==> src/rtl/mem_port_arbiter.sv <==
// Two-requester memory port arbiter: IF (read-only) and MA (read/write) share one bus, one transaction at a time.
// Optional IF starvation guard enabled by defining MEM_ARB_STARVE_GUARD_EN.
module mem_port_arbiter #(
    parameter int ADDR_W       = 24,
    parameter int DATA_W       = 16,
    parameter int MEM_LATENCY  = 1,
    parameter int STARVE_LIMIT = 4
) (
    input  logic              clk,
    input  logic              reset,
    input  logic              if_req,
    input  logic [ADDR_W-1:0] if_addr,
    output logic [DATA_W-1:0] if_rdata,
    output logic              if_done,
    output logic              if_stall,
    input  logic              ma_req,
    input  logic              ma_we,
    input  logic [ADDR_W-1:0] ma_addr,
    input  logic [DATA_W-1:0] ma_wdata,
    output logic [DATA_W-1:0] ma_rdata,
    output logic              ma_done,
    output logic              ma_stall,
    output logic              mem_busy,
    input  logic [DATA_W-1:0] mem_to_core_data,
    output logic [ADDR_W-1:0] core_to_mem_addr,
    output logic [DATA_W-1:0] core_to_mem_data,
    output logic              core_to_mem_write_enable
);

    if (MEM_LATENCY < 1 || MEM_LATENCY > 7 || STARVE_LIMIT < 1 || STARVE_LIMIT > 7) begin : g_bad_param
        $error("mem_port_arbiter: MEM_LATENCY and STARVE_LIMIT must be in 1..7");
    end

    typedef enum logic [1:0] {
        IDLE   = 2'd0,
        ACCESS = 2'd1,
        RESP   = 2'd2
    } state_t;

    state_t     state;
    state_t     state_next;
    logic       owner_ma;
    logic       op_write;
    logic [2:0] cnt;
    logic       grant_if;
    logic       grant_ma;

`ifdef MEM_ARB_STARVE_GUARD_EN
    logic [2:0] starve_cnt;
    logic       starve_hit;

    assign starve_hit = (starve_cnt == 3'(STARVE_LIMIT));
    assign grant_if   = (state == IDLE) && if_req && (!ma_req || starve_hit);
    assign grant_ma   = (state == IDLE) && ma_req && !grant_if;

    // Counts MA wins that left IF waiting; any IF win or idle-without-IF cycle forgives.
    always_ff @(posedge clk) begin
        if (reset)
            starve_cnt <= 3'd0;
        else if (grant_if || (state == IDLE && !if_req))
            starve_cnt <= 3'd0;
        else if (grant_ma && if_req)
            starve_cnt <= starve_cnt + 3'd1;
    end
`else
    assign grant_ma = (state == IDLE) && ma_req;
    assign grant_if = (state == IDLE) && if_req && !ma_req;
`endif

    // NOTE: registers use non-blocking assignments so every flop samples pre-edge values.
    always_ff @(posedge clk) begin
        if (reset)
            state <= IDLE;
        else
            state <= state_next;
    end

    // NOTE: state_next gets a default before the case so no path infers a latch.
    always_comb begin
        state_next = state;
        case (state)
            IDLE:    if (grant_ma || grant_if) state_next = ACCESS;
            ACCESS:  if (op_write || cnt == 3'd1) state_next = RESP;
            RESP:    state_next = IDLE;
            default: state_next = IDLE;
        endcase
    end

    // NOTE: the read-data holding registers are cleared on reset so a dropped read never leaks stale data.
    always_ff @(posedge clk) begin
        if (reset) begin
            core_to_mem_addr         <= '0;
            core_to_mem_data         <= '0;
            core_to_mem_write_enable <= 1'b0;
            if_rdata                 <= '0;
            ma_rdata                 <= '0;
            owner_ma                 <= 1'b0;
            op_write                 <= 1'b0;
            cnt                      <= 3'd0;
        end else begin
            case (state)
                IDLE: begin
                    if (grant_ma || grant_if) begin
                        core_to_mem_addr <= grant_ma ? ma_addr : if_addr;
                        owner_ma         <= grant_ma;
                        op_write         <= grant_ma && ma_we;
                        cnt              <= 3'(MEM_LATENCY);
                        if (grant_ma && ma_we) begin
                            core_to_mem_data         <= ma_wdata;
                            core_to_mem_write_enable <= 1'b1;
                        end
                    end
                end
                ACCESS: begin
                    core_to_mem_write_enable <= 1'b0;
                    if (!op_write) begin
                        cnt <= cnt - 3'd1;
                        if (cnt == 3'd1) begin
                            if (owner_ma)
                                ma_rdata <= mem_to_core_data;
                            else
                                if_rdata <= mem_to_core_data;
                        end
                    end
                end
                default: ;
            endcase
        end
    end

    assign if_done  = (state == RESP) && !owner_ma;
    assign ma_done  = (state == RESP) && owner_ma;
    assign if_stall = if_req && !if_done;
    assign ma_stall = ma_req && !ma_done;
    assign mem_busy = (state != IDLE);

endmodule

==> config.mk <==
export PLATFORM = sky130hd
export DESIGN_NAME = mem_port_arbiter
export DESIGN_NICKNAME = d
export VERILOG_FILES = /design/src/rtl/mem_port_arbiter.sv
export SDC_FILE = /design/constraint.sdc
export NUM_CORES = 1
export LEC_CHECK = 0
export CAP_MARGIN = 25
export CORE_MARGIN = 10
export CORE_UTILIZATION = 37
export CTS_BUF_LIST = sky130_fd_sc_hd__clkbuf_4 sky130_fd_sc_hd__clkbuf_8 sky130_fd_sc_hd__clkbuf_16
export DETAILED_ROUTE_END_ITERATION = 12
export PLACE_DENSITY = 0.77
export SLEW_MARGIN = 20
export SYNTH_ARGS = -nofsm -noshare
export SYNTH_HDL_FRONTEND = slang
export SYNTH_SLANG_ARGS = --single-unit
==> constraint.sdc <==
create_clock -name clk -period 1.56 [get_ports clk]
set_input_delay 0.312 -clock clk [delete_from_list [all_inputs] [get_ports clk]]
set_output_delay 0.312 -clock clk [all_outputs]
set_load 0.005 [all_outputs]
==> results of run 1 <==
## critical path: cells and delay by family, from the launching register on
family	cells	cell delay, ns
buffers and inverters	2	0.34
and+or+nand+nor	2	0.70
DFF	1	0.34
AOI/OAI and AO/OA	1	0.11
## per-layer routing
metal | global-route usage (%) | part of all wire (%) | vias up | routed length, µm
met5 | 0 | 0 | - | 0
met4 | 5.405 | 0.93 | 0 | 100
met3 | 5.220 | 6.5 | 6 | 702
met2 | 26.77 | 51 | 80 | 5523
met1 | 17.02 | 41 | 1413 | 4460
li1 | - | - | 1498 | -
## area by class of cell
| class | instances | area, µm² | share of cell area [%] |
|---|---|---|---|
| multi-input cells | 215 | 1719 | 30.45 |
| repair buffers | 193 | 1974 | 34.97 |
| well taps | 108 | 135.1 | 2.393 |
| clock buffers | 9 | 123.9 | 2.194 |
| clock inverters | 7 | 56.30 | 0.9971 |
| inverters | 3 | 11.26 | 0.1994 |
| flip-flops and latches | 80 | 1627 | 28.81 |
## flip-flops by register name, summed over array words and instances, names as in the netlist
register,count
core_to_mem_data,16
core_to_mem_addr,24
owner_ma,1
core_to_mem_write_enable,1
op_write,1
cnt,3
if_rdata,16
ma_rdata,16
state,2
## worst paths after layout
path / from / end / slack (ns) / cells after the start
worst min register to register: core_to_mem_data[1] / core_to_mem_data[1] / 0.46 / 2
worst min-delay path: reset / core_to_mem_addr[15] / 0.40 / 3
worst max register to register: state[1] / core_to_mem_addr[19] / 0.02 / 5
worst max-delay path: state[1] / core_to_mem_addr[19] / 0.02 / 5
## cells in the mapped netlist, types with 2 or more instances
cell type	count	area, µm²
nor2b_1	3	18.77
nor2_1	5	18.77
a21oi_1	19	95.09
nor3_1	2	10.01
o22ai_1	25	156.4
dfxtp_1	80	1602
buf_2	6	30.03
nand2_1	32	120.1
buf_6	5	56.30
ha_1	2	25.02
clkbuf_1	16	60.06
inv_1	2	7.510
mux2i_1	32	320.3
nor3b_2	2	25.02
o2bb2ai_1	4	35.03
nor4bb_1	2	20.02
o2bb2ai_2	20	300.3
or3_1	2	12.51
nand2b_1	49	306.5
## through the flow
step | cells | TNS [ns] | hold slack [ns] | cell area (µm²) | setup WS (ns)
6_report | 615 | 0 | 0.3977 | 5647 | 0.02333
5_1_grt | 615 | -0.7324 | 0.4122 | 5647 | -0.06334
4_1_cts | 612 | -0.03923 | 0.3015 | 5384 | -0.02046
3_5_place_dp | 596 | -8.681 | 0.4457 | 5211 | -0.2833
3_3_place_gp | 596 | -8.181 | 0.4411 | 5211 | -0.2631
2_1_floorplan | 326 | 0 | 0.4480 | 3372 | 0.01106
## cell families (layout without fill, tap and decap cells)
kind of cell / Yosys count / in the layout / share of synthesized area, %
simple gates: 107 / 107 / 18.34
flops: 80 / 80 / 47.53
compound gates: 73 / 73 / 18.72
mux: 32 / 32 / 9.506
buf+inv: 31 / 212 / 4.902
fa+ha+maj: 2 / 2 / 0.7425
xor+xnor: 1 / 1 / 0.2600
## timing repair
item	CTS	global route
pin swaps	0	2
endpoints found under the setup margin	45	88
cloned	0	3
hold buffers	0	0
buffers inserted	0	1
resized for setup	35	57
## power by group
group	total, µW	internal, µW	leakage (µW)	switching [µW]
Combinational	1230	748	0.00182	486
Clock	1390	591	0.0000785	795
Sequential	2300	2190	0.000661	103
Total	4920	3530	0.00256	1380
==> metrics, run 1 <==
clk_lat worst skew 0.34 ns; 1st-iter DRT viols 119; Mean Syn Cell Area 10.34 µm²; CP required 1.84 ns; syn nets 413; Root Driver clkbuf_8; sequential share of the synthesized area 47.53%; Slew Viols, Final 0; layout net count 589; width of the die 115.4 µm; share of post-route cells with drive strength above 1 21.30%; CP max FO 7; peak supply drop 0.0005118 V; slowest CP cell or3_4; Post-synth EDFFs 0; fin util 64.12%; Area Growth Syn to Fin 67.58%; DRC 0; Arrival @ worst endpoint 1.82 ns; count of final hold-check violations 0; Cell variety after synth 37; area of the mapped netlist 3369 µm²; Final Power 4918 µW; Leakage 0.002558 µW; crit-path max cell delay 0.47 ns; Via density 4.873; die area 13,320 µm²; antenna fix cells 0; status finished, final reports clean; TritonCTS Buffers 9; Post-synth top flop dfxtp_1; kind of critical path reg -> reg; Remaining Overflow, GRT 0; antenna violations before repair 0; Tot GR Track Use 15.33%; Clock Skew 0.01342 ns; TritonCTS clock tree built; Starting Density 38.26%; synth warn 0; RSZ-0062 raised after global routing true; Final Cycle Share 98.50%; Post-Syn Instances 326; Critical Path, Cell by Cell buf_4, or2_4, or3_4, clkbuf_16, o2bb2ai_2; total wire length 10,790 µm; num rows 34; 1st-pass router iterations 4; Worst slew margin 76.53%; Max-cap violations 0; IO Port Bufs 162; post-route ant nets 0; largest net degree at the start of global routing 38; most frequent cells in the layout 123 x clkdlybuf4s50_1, 62 x dfxtp_1, 49 x nand2b_1; Setup crit end kind flip-flop; fillers 701; post-synthesis register bit count 80; core box area 8806 µm²; most common cell after layout, fill and taps aside clkdlybuf4s50_1; DIE HEIGHT 115.4 µm; DR WL/cell 17.54 µm; Finish-stage setup viols 0; dpl hpwl 8028 µm; Hold Crit Class in -> reg; vias 2,997; Max Clk Rate 0.6508 GHz; first-pass GRT wire length 16,290 µm; Slew @ Worst Pin 0.3520 ns; Clock Pin Slew Worst Setup and Hold Paths 0.09 ns; CTS max path bufs 2; fin crit period 1.537 ns; gp weighted congestion 0.7403; Top-Level Pins 163; asr flop ratio synth 0%; pwr/cell area 871.0 nW/µm²; Sink Count 80; vias in the first global route 3,120; Startpoint Class flip-flop; htree depth 3
(Power assumes the default switching activity.)
==> run 2: changes to the inputs <==
Settings changed: CORE_ASPECT_RATIO set to 0.7, CTS_CLUSTER_SIZE set to 10.
==> run 2 against run 1 <==
Compared with the run above: the flow now finishes with violations (setup timing); wire length up 0.23%; combinational power fell by 6%; clock power grew 65%; critical path depth did not move; final cell count increased by 2.4%; non-clock buffer count shrank 1; first-iteration DRC count is 12% lower; clock skew shrank 0.0079 ns; sequential power is essentially flat; maximum frequency decreased by 1.6%; total power up 17%.
==> metrics, run 2 (synthesized netlist as in run 1, its figures left out) <==
# hold bufs at CTS 0; clk_lat worst skew 0.34 ns; fin util 63.48%; die area 13,380 µm²; TritonCTS Buffers 9; most common cell after layout, fill and taps aside clkdlybuf4s50_1; Sink Count 80; Clock Skew 0.005523 ns; count of final hold-check violations 0; DIE HEIGHT 99.84 µm; layout net count 588; peak supply drop 0.0007599 V; vias 2,970; Max-cap violations 0; Final Power 5748 µW; Startpoint Class flip-flop; crit-path max cell delay 0.39 ns; Hold Crit Class in -> reg; dpl hpwl 8330 µm; num rows 29; gp weighted congestion 0.7717; Max Clk Rate 0.6405 GHz; width of the die 134.1 µm; Worst Path Buf+Inv 2; dpl cell area 5253 µm²; Remaining Overflow, GRT 0; core box area 8962 µm²; slowest CP cell or3b_4; pre-CTS WS -0.3003 ns; pwr/cell area 1010 nW/µm²; first-pass GRT wire length 16,550 µm; most frequent cells in the layout 134 x clkdlybuf4s50_1, 77 x dfxtp_1, 49 x nand2b_1; DR WL/cell 17.16 µm; Post-Layout Inst Area 5689 µm²; Slew @ Worst Pin 0.3141 ns; setup ws final -0.001333 ns; Clock Pin Slew Worst Setup and Hold Paths 0.06 ns; Top-Level Pins 163; IO Port Bufs 162; DRC 0; Setup crit end kind flip-flop; Largest register FFs 24; 1st-iter DRT viols 105; fin crit period 1.561 ns; vias in the first global route 3,029; Critical Path, Cell by Cell buf_6, or3b_4, nor3b_4, buf_12, mux2i_1; share of post-route cells with drive strength above 1 17.00%; Starting Density 37.60%; TritonCTS clock tree built; kind of critical path reg -> reg; antenna fix cells 0; Slew Viols, Final 0; CP max FO 12; htree depth 3; CTS max path bufs 2; Leakage 0.002461 µW; largest net degree at the start of global routing 74; Root Driver clkbuf_16; antenna violations before repair 0; Finish-stage setup viols 1; Tot GR Track Use 15.42%; 1st-pass router iterations 4; post-route ant nets 0; Arrival @ worst endpoint 1.82 ns; Largest Register core_to_mem_addr; status finished, violations left; Worst slew margin 78.77%; Final Cycle Share 100.1%; violated checks setup timing; Hold Slack 0.3589 ns; Via density 4.714; CP required 1.82 ns; Top delay family on crit path simple AND/OR/NAND/NOR gates; Area Growth Syn to Fin 68.85%; total wire length 10,810 µm; RSZ-0062 raised after global routing true
run 2: cell count changes in the layout (fill, tap and decap cells not counted), sizes merged:
cell and change:
clkdlybuf4s15 +2, clkdlybuf4s50 +11, clkbuf -3, clkinv +2, dlygate4sd2 -6, buf +1
inv -1, dlymetal6s2s -5, bufinv +2, clkinvlp -4
run 2: layout make-up:
cell class                 instances  area, µm²
clock buffer                      10      239.0
clock inverter                     6      91.34
fill                             735       3273
inverter                           3      11.26
multi-input combinational        215       1639
sequential                        80       1610
tap                              124      155.1
timing repair buffer             192       1943
run 2: tightest hold or removal path: cells and delay by family:
| family | cells | cell delay [ns] |
|---|---|---|
| buffers and inverters | 1 | 0.13 |
| AO/OA/AOI/OAI | 1 | 0.05 |
| AND/OR/NAND/NOR | 1 | 0.16 |
run 2: through the flow:
step / cells / TNS [ns]
floorplan: 326 / 0
global placement: 612 / -7.989
detailed placement: 612 / -8.947
CTS: 629 / -0.003743
global route: 630 / -0.5240
finish: 630 / -0.001333
run 2: repair_timing:
| item | in CTS | in global routing |
|---|---|---|
| gates resized for setup | 26 | 27 |
| setup buffers | 1 | 0 |
| setup endpoints to repair | 14 | 51 |
| gates cloned | 0 | 1 |
run 2: path summary, 6_finish.rpt:
kind	from	to	slack [ns]	cells past startpoint
worst max-delay path	state[1]	if_rdata[7]	-0.001	5
worst min-delay path	reset	core_to_mem_addr[8]	0.36	3
worst max register to register	state[1]	if_rdata[7]	-0.001	5
worst min register to register	core_to_mem_data[3]	core_to_mem_data[3]	0.46	2
run 2: power by group:
| group | leakage (µW) | internal (µW) | switching [µW] |
|---|---|---|---|
| combinational | 0.00164 | 701 | 460 |
| clock | 0.000163 | 1450 | 846 |
| sequential | 0.000654 | 2190 | 96.0 |
| total | 0.00246 | 4350 | 1400 |
run 2: routing by layer:
metal	vias up	global-route usage (%)	wire length (µm)
li1	1503	-	-
met1	1395	17.48	4553
met2	63	27.20	5615
met3	9	5.389	545
met4	0	4.003	97
met5	-	0	0
